**src/rtl/sha1_pkg.sv**
```systemverilog
// Shared SHA-1 types, constants and helper functions used by the block engine
// and its combinational round slice.
package sha1_pkg;

  typedef logic [31:0] word_t;

  localparam int RND_W = 7;

  localparam word_t H0 = 32'h67452301;
  localparam word_t H1 = 32'hEFCDAB89;
  localparam word_t H2 = 32'h98BADCFE;
  localparam word_t H3 = 32'h10325476;
  localparam word_t H4 = 32'hC3D2E1F0;

  localparam word_t K0 = 32'h5A827999;
  localparam word_t K1 = 32'h6ED9EBA1;
  localparam word_t K2 = 32'h8F1BBCDC;
  localparam word_t K3 = 32'hCA62C1D6;

  typedef enum logic [1:0] {
    S_IDLE  = 2'd0,
    S_RUN   = 2'd1,
    S_FINAL = 2'd2
  } state_t;

  function automatic word_t rotl1(input word_t x);
    return {x[30:0], x[31]};
  endfunction

  function automatic word_t rotl5(input word_t x);
    return {x[26:0], x[31:27]};
  endfunction

  function automatic word_t rotl30(input word_t x);
    return {x[1:0], x[31:2]};
  endfunction

  function automatic word_t f_sel(input logic [RND_W-1:0] t, input word_t b,
                                  input word_t c, input word_t d);
    if (t < 7'd20) begin
      return (b & c) | (~b & d);
    end else if (t < 7'd40) begin
      return b ^ c ^ d;
    end else if (t < 7'd60) begin
      return (b & c) | (b & d) | (c & d);
    end else begin
      return b ^ c ^ d;
    end
  endfunction

  function automatic word_t k_sel(input logic [RND_W-1:0] t);
    if (t < 7'd20) begin
      return K0;
    end else if (t < 7'd40) begin
      return K1;
    end else if (t < 7'd60) begin
      return K2;
    end else begin
      return K3;
    end
  endfunction

endpackage

```
**src/rtl/sha1_round.sv**
```systemverilog
// One combinational SHA-1 round: consumes a..e, the schedule word and the round
// index, produces the rotated working variables for the next round.
module sha1_round
  import sha1_pkg::*;
(
  input  word_t            a,
  input  word_t            b,
  input  word_t            c,
  input  word_t            d,
  input  word_t            e,
  input  word_t            w,
  input  logic [RND_W-1:0] t,
  output word_t            next_a,
  output word_t            next_b,
  output word_t            next_c,
  output word_t            next_d,
  output word_t            next_e
);

  word_t temp_s;

  assign temp_s = rotl5(a) + f_sel(t, b, c, d) + e + k_sel(t) + w;

  assign next_a = temp_s;
  assign next_b = a;
  assign next_c = rotl30(b);
  assign next_d = c;
  assign next_e = d;

endmodule

```
**src/rtl/sha1_block_engine.sv**
```systemverilog
// Iterative SHA-1 compression of one 512-bit padded block, UNROLL rounds per clock.
// Define SHA1_CHAIN_EN to add first_block and chain consecutive blocks of a message.
module sha1_block_engine
  import sha1_pkg::*;
#(
  parameter int UNROLL = 1
) (
  input  logic         clk,
  input  logic         rst_n,
  input  logic         start,
`ifdef SHA1_CHAIN_EN
  input  logic         first_block,
`endif
  input  logic [511:0] block_in,
  output logic         ready,
  output logic         busy,
  output logic         done,
  output logic [159:0] digest
);

  generate
    if (!(UNROLL == 1 || UNROLL == 2 || UNROLL == 4 || UNROLL == 5)) begin : g_bad_unroll
      $error("sha1_block_engine: UNROLL must be 1, 2, 4 or 5");
    end
  endgenerate

  localparam logic [RND_W-1:0] STEP = RND_W'(UNROLL);
  localparam logic [RND_W-1:0] LAST = 7'd80;
  localparam word_t IV [5] = '{H0, H1, H2, H3, H4};

  state_t           state_r;
  logic [RND_W-1:0] rnd_r;
  word_t            w_r [16];
  word_t            a_r, b_r, c_r, d_r, e_r;
  word_t            init_s  [5];
  word_t            hbase_s [5];
  logic [159:0]     sum_s;

`ifdef SHA1_CHAIN_EN
  word_t            h_init_r [5];
  word_t            chain_r  [5];

  // Start value and feed-forward base come from the IV or the previous digest.
  always_comb begin
    for (int k = 0; k < 5; k++) begin
      if (first_block) begin
        init_s[k] = IV[k];
      end else begin
        init_s[k] = chain_r[k];
      end
      hbase_s[k] = h_init_r[k];
    end
  end
`else
  // Every block starts from the IV.
  always_comb begin
    for (int k = 0; k < 5; k++) begin
      init_s[k]  = IV[k];
      hbase_s[k] = IV[k];
    end
  end
`endif

  assign sum_s = {hbase_s[0] + a_r, hbase_s[1] + b_r, hbase_s[2] + c_r,
                  hbase_s[3] + d_r, hbase_s[4] + e_r};

  logic [RND_W-1:0] t_s  [UNROLL];
  word_t            wt_s [UNROLL];
  word_t            ws_s [16];

  // Circular schedule: later rounds in the cycle see words expanded earlier in it.
  always_comb begin
    ws_s = w_r;
    for (int i = 0; i < UNROLL; i++) begin
      t_s[i] = rnd_r + RND_W'(i);
      if (t_s[i] < 7'd16) begin
        wt_s[i] = ws_s[t_s[i][3:0]];
      end else begin
        wt_s[i] = rotl1(ws_s[t_s[i][3:0] + 4'd13] ^ ws_s[t_s[i][3:0] + 4'd8] ^
                        ws_s[t_s[i][3:0] + 4'd2]  ^ ws_s[t_s[i][3:0]]);
        ws_s[t_s[i][3:0]] = wt_s[i];
      end
    end
  end

  word_t sa [UNROLL+1];
  word_t sb [UNROLL+1];
  word_t sc [UNROLL+1];
  word_t sd [UNROLL+1];
  word_t se [UNROLL+1];

  assign sa[0] = a_r;
  assign sb[0] = b_r;
  assign sc[0] = c_r;
  assign sd[0] = d_r;
  assign se[0] = e_r;

  for (genvar g = 0; g < UNROLL; g++) begin : g_round
    sha1_round u_round (
      .a      (sa[g]),
      .b      (sb[g]),
      .c      (sc[g]),
      .d      (sd[g]),
      .e      (se[g]),
      .w      (wt_s[g]),
      .t      (t_s[g]),
      .next_a (sa[g+1]),
      .next_b (sb[g+1]),
      .next_c (sc[g+1]),
      .next_d (sd[g+1]),
      .next_e (se[g+1])
    );
  end

  // Control FSM, working variables, schedule window and registered outputs.
  always_ff @(posedge clk or negedge rst_n) begin
    if (!rst_n) begin
      state_r  <= S_IDLE;
      rnd_r    <= '0;
      w_r      <= '{default: 32'h0};
      a_r      <= 32'h0;
      b_r      <= 32'h0;
      c_r      <= 32'h0;
      d_r      <= 32'h0;
      e_r      <= 32'h0;
      ready    <= 1'b1;
      busy     <= 1'b0;
      done     <= 1'b0;
      digest   <= 160'h0;
`ifdef SHA1_CHAIN_EN
      h_init_r <= '{H0, H1, H2, H3, H4};
      chain_r  <= '{H0, H1, H2, H3, H4};
`endif
    end else begin
      done <= 1'b0;
      case (state_r)
        S_IDLE: begin
          if (start) begin
            for (int k = 0; k < 16; k++) begin
              w_r[k] <= block_in[511-32*k -: 32];
            end
            a_r      <= init_s[0];
            b_r      <= init_s[1];
            c_r      <= init_s[2];
            d_r      <= init_s[3];
            e_r      <= init_s[4];
`ifdef SHA1_CHAIN_EN
            h_init_r <= init_s;
`endif
            rnd_r    <= '0;
            state_r  <= S_RUN;
            ready    <= 1'b0;
            busy     <= 1'b1;
          end else begin
            ready <= 1'b1;
            busy  <= 1'b0;
          end
        end
        S_RUN: begin
          w_r   <= ws_s;
          a_r   <= sa[UNROLL];
          b_r   <= sb[UNROLL];
          c_r   <= sc[UNROLL];
          d_r   <= sd[UNROLL];
          e_r   <= se[UNROLL];
          rnd_r <= rnd_r + STEP;
          if (rnd_r + STEP == LAST) begin
            state_r <= S_FINAL;
          end else begin
            state_r <= S_RUN;
          end
        end
        S_FINAL: begin
          digest  <= sum_s;
          done    <= 1'b1;
          ready   <= 1'b1;
          busy    <= 1'b0;
          state_r <= S_IDLE;
`ifdef SHA1_CHAIN_EN
          for (int k = 0; k < 5; k++) begin
            chain_r[k] <= sum_s[159-32*k -: 32];
          end
`endif
        end
        default: begin
          state_r <= S_IDLE;
          ready   <= 1'b1;
          busy    <= 1'b0;
        end
      endcase
    end
  end

endmodule
```
**config.mk**
```make
export PLATFORM = sky130hd
export DESIGN_NAME = sha1_block_engine
export DESIGN_NICKNAME = d
export VERILOG_FILES = /design/src/rtl/sha1_pkg.sv /design/src/rtl/sha1_round.sv /design/src/rtl/sha1_block_engine.sv
export SDC_FILE = /design/constraint.sdc
export NUM_CORES = 2
export LEC_CHECK = 0
export ABC_AREA = 0
export CAP_MARGIN = 10
export CORE_ASPECT_RATIO = 1.5
export CORE_MARGIN = 2
export CORE_UTILIZATION = 60
export DETAILED_ROUTE_END_ITERATION = 16
export GPL_ROUTABILITY_DRIVEN = 0
export PLACE_DENSITY_LB_ADDON = 0.25
export SLEW_MARGIN = 20
export SYNTH_ARGS = -nofsm -noshare
export SYNTH_HDL_FRONTEND = slang
export SYNTH_HIERARCHICAL = 1
export SYNTH_SLANG_ARGS = --single-unit
```
**constraint.sdc**
```tcl
create_clock -name clk -period 15.9 [get_ports clk]
set_clock_uncertainty 0.15 [all_clocks]
set_input_delay 3.18 -clock clk [delete_from_list [all_inputs] [get_ports clk]]
set_output_delay 3.18 -clock clk [all_outputs]
set_load 0.01 [all_outputs]
```
==> out/results.ini <==
[run_status]
status = completed

[global_route]
grt_pass1_wl_microns = 337000
grt_max_degree = 242
grt_pass1_vias = 51189
groute.usage.overall_pct = 46.8
grt_antenna_before_repair = 30
gr-total-overflow = 0

[clock_tree]
clockBufferDepth = 3
cts_buffers = 81
cts.sinks = 844
clock-root-buffer = clkbuf_16
ctsResizeCount = 0
cts_tree = done
cts_hold_buf = 0
postCtsSetupBuffers = 0
clk_latency_ns = 0.74
clk_pin_slew_ns = 0.07
cts_max_level = 3

[floorplanning]
num_io_pins = 678
die_y_microns = 383
row_count = 138
die-area_sq_um = 98200
die_x_microns = 257
initial_core_util_pct = 60.7
coreArea_sq_um = 94600

[sta]
hold_viol_final = 0
worst_pin_slew_ns = 1.19
relSlewSlack_pct = 20.0
rsz0062_at_grt = false
clock.fmax_mhz = 99.2
setup_viol = 0
drv_slew = 0
finalCritPeriodShare_pct = 63.4
min_period_ns = 10.09
final.setup.tns_ns = 0

[final_layout]
final_layout_size_suffix_gt1_share_pct = 12.5
nNetsFinal = 6513
syn_to_final_growth_pct = 15.8
fillers = 7064

[setup_path]
crit_top_cell = buf_4
crit_path_top_delay_cell = buf_4
required_ns = 16.36
cpPeakStageDelay_ns = 0.89
critPathLaunchType = flip-flop
crit_cells = 28
cp_num_buf_inv = 7
path_max_fanout = 64
critical_path.top_delay_family = buffers and inverters
crit_type = flip-flop to flip-flop
r2r_cells = 28
worst_setup_path_end_kind = flip-flop
critical_path_arrival_ns = 10.54

[routing]
first_pass_iters = 6
drcViolationCount = 0
num_vias = 51949
wl_per_cell_microns = 32.3
drtIter0Drc = 8087
ant_nets = 0
via_per_inst = 7.25
totalWireLength_microns = 231000

[logic_synthesis]
ys_types = 82
synth_nets = 6282
syn_area_per_cell_sq_um = 10.3
synthArstFlopShare_pct = 100
synth-seq-cells = 844
synth_area_sq_um = 57400
synth_cells = 5598
yosysWarnings = 6
ys.flop_type = dfrtp_1
synth_edf_count = 0
ys_seq_area_share_pct = 36.8

[min_path]
holdPathStages = 2
hp-class = flip-flop to flip-flop

[flow_run]
cap_violations = 0

[place]
port_buffers = 677
hpwlAfterDp_microns = 159000

==> worst register-to-register path: cells and delay by family (launching register included) <==
kind	cells	cell delay (ns)
AOI/OAI and AO/OA	7	1.92
xor gates and xnor gates	4	1.18
adders and majority gates	5	1.96
buffers and inverters	7	3.21
DFF	1	0.69
muxes	1	0.29
and+or+nand+nor	4	0.55
==> final cells by class <==
class	count	area [sq um]	share of cell area, %
inverters	253	951	1.43
flip-flops and latches	844	21100	31.8
well taps	1260	1580	2.37
clock buffers	105	2290	3.44
multi-input cells	3891	32400	48.7
repair buffers	758	7500	11.3
clock inverters	41	589	0.886
diodes	14	35.0	0.0527
==> per-stage QoR <==
step                hold slack, ns  utilization (%)  cells  cell area [sq um]  setup WS, ns
finish                       0.317             70.3   7166              66500          5.81
global route                 0.352             70.2   7156              66500          5.58
CTS                          0.320             70.2   7151              66400          6.22
detailed placement           0.306             67.1   7005              63500          6.24
global placement             0.305             67.1   7005              63500          6.44
floorplan                    0.311                -   5598              57400          8.46
==> worst paths after layout <==
kind                            slack, ns  startpoint          end
min in group asynchronous            2.37       rst_n  digest[131]
worst min register to register       0.32  digest[99]   digest[99]
worst min-delay path                 0.32  digest[99]   digest[99]
worst max-delay path                 5.81    rnd_r[2]      a_r[30]
max in group asynchronous           10.10       rst_n   digest[47]
worst max register to register       5.81    rnd_r[2]      a_r[30]
==> sequential cells by signal, indices dropped and copies added (netlist names) <==
register  count
digest      160
busy          1
a_r          32
e_r          32
ready         1
b_r          32
rnd_r         7
c_r          32
d_r          32
state_r       2
w_r         512
done          1
==> synthesized netlist by cell type (32+ instances only) <==
cell | n | area, sq um
dfrtp_1 | 843 | 21100
a21oi_1 | 586 | 2930
and3_1 | 495 | 3100
o21ai_0 | 439 | 2200
nand2_1 | 420 | 1580
mux4_2 | 416 | 9370
clkbuf_1 | 346 | 1300
o21ai_1 | 293 | 1470
inv_1 | 252 | 946
buf_4 | 170 | 1280
xnor2_1 | 142 | 1240
mux2i_1 | 128 | 1280
nor2_1 | 115 | 432
fa_1 | 112 | 2240
xor2_1 | 89 | 780
a22o_1 | 76 | 666
o22a_1 | 71 | 622
buf_2 | 57 | 285
ha_1 | 57 | 713
nor2b_1 | 48 | 300
a211oi_1 | 37 | 278
a22oi_1 | 33 | 248
nand3_1 | 32 | 160
nor3_1 | 32 | 160
xnor2_2 | 32 | 521
==> layer usage <==
| layer | global-route usage (%) | up-vias | routed length (microns) |
|---|---|---|---|
| met3 | 18.3 | 1416 | 34500 |
| met1 | 52.4 | 24959 | 69400 |
| li1 | - | 20814 | - |
| met2 | 70.0 | 4734 | 102000 |
| met4 | 40.7 | 26 | 25100 |
| met5 | 0 | - | 179 |
==> logic make-up (layout without fill, tap and decap cells) <==
kind of cell,Yosys count,in the layout,synth area share [%]
xor+xnor,265,265,4.50
compound gates,1696,1696,16.9
simple gates,1215,1215,10.9
buf+inv,863,1157,7.18
flops,844,844,36.8
other cells,0,14,0
mux,546,546,18.6
fa+ha+maj,169,169,5.15
==> cells in the final DEF, fill, tap and decap left out, types with 83 or more instances in the layout <==
cell type,instances
inv_1,251
xor2_1,89
o21ai_0,439
clkbuf_16,83
o21ai_1,290
dfrtp_1,839
nand2_1,404
fa_1,112
mux2i_1,128
clkdlybuf4s50_1,676
a21oi_1,585
nor2_1,114
xnor2_1,140
mux4_2,416
and3_1,495
Power is not shown: default switching activity piles up to over one toggle a cycle in this logic, so the estimate is an artifact.
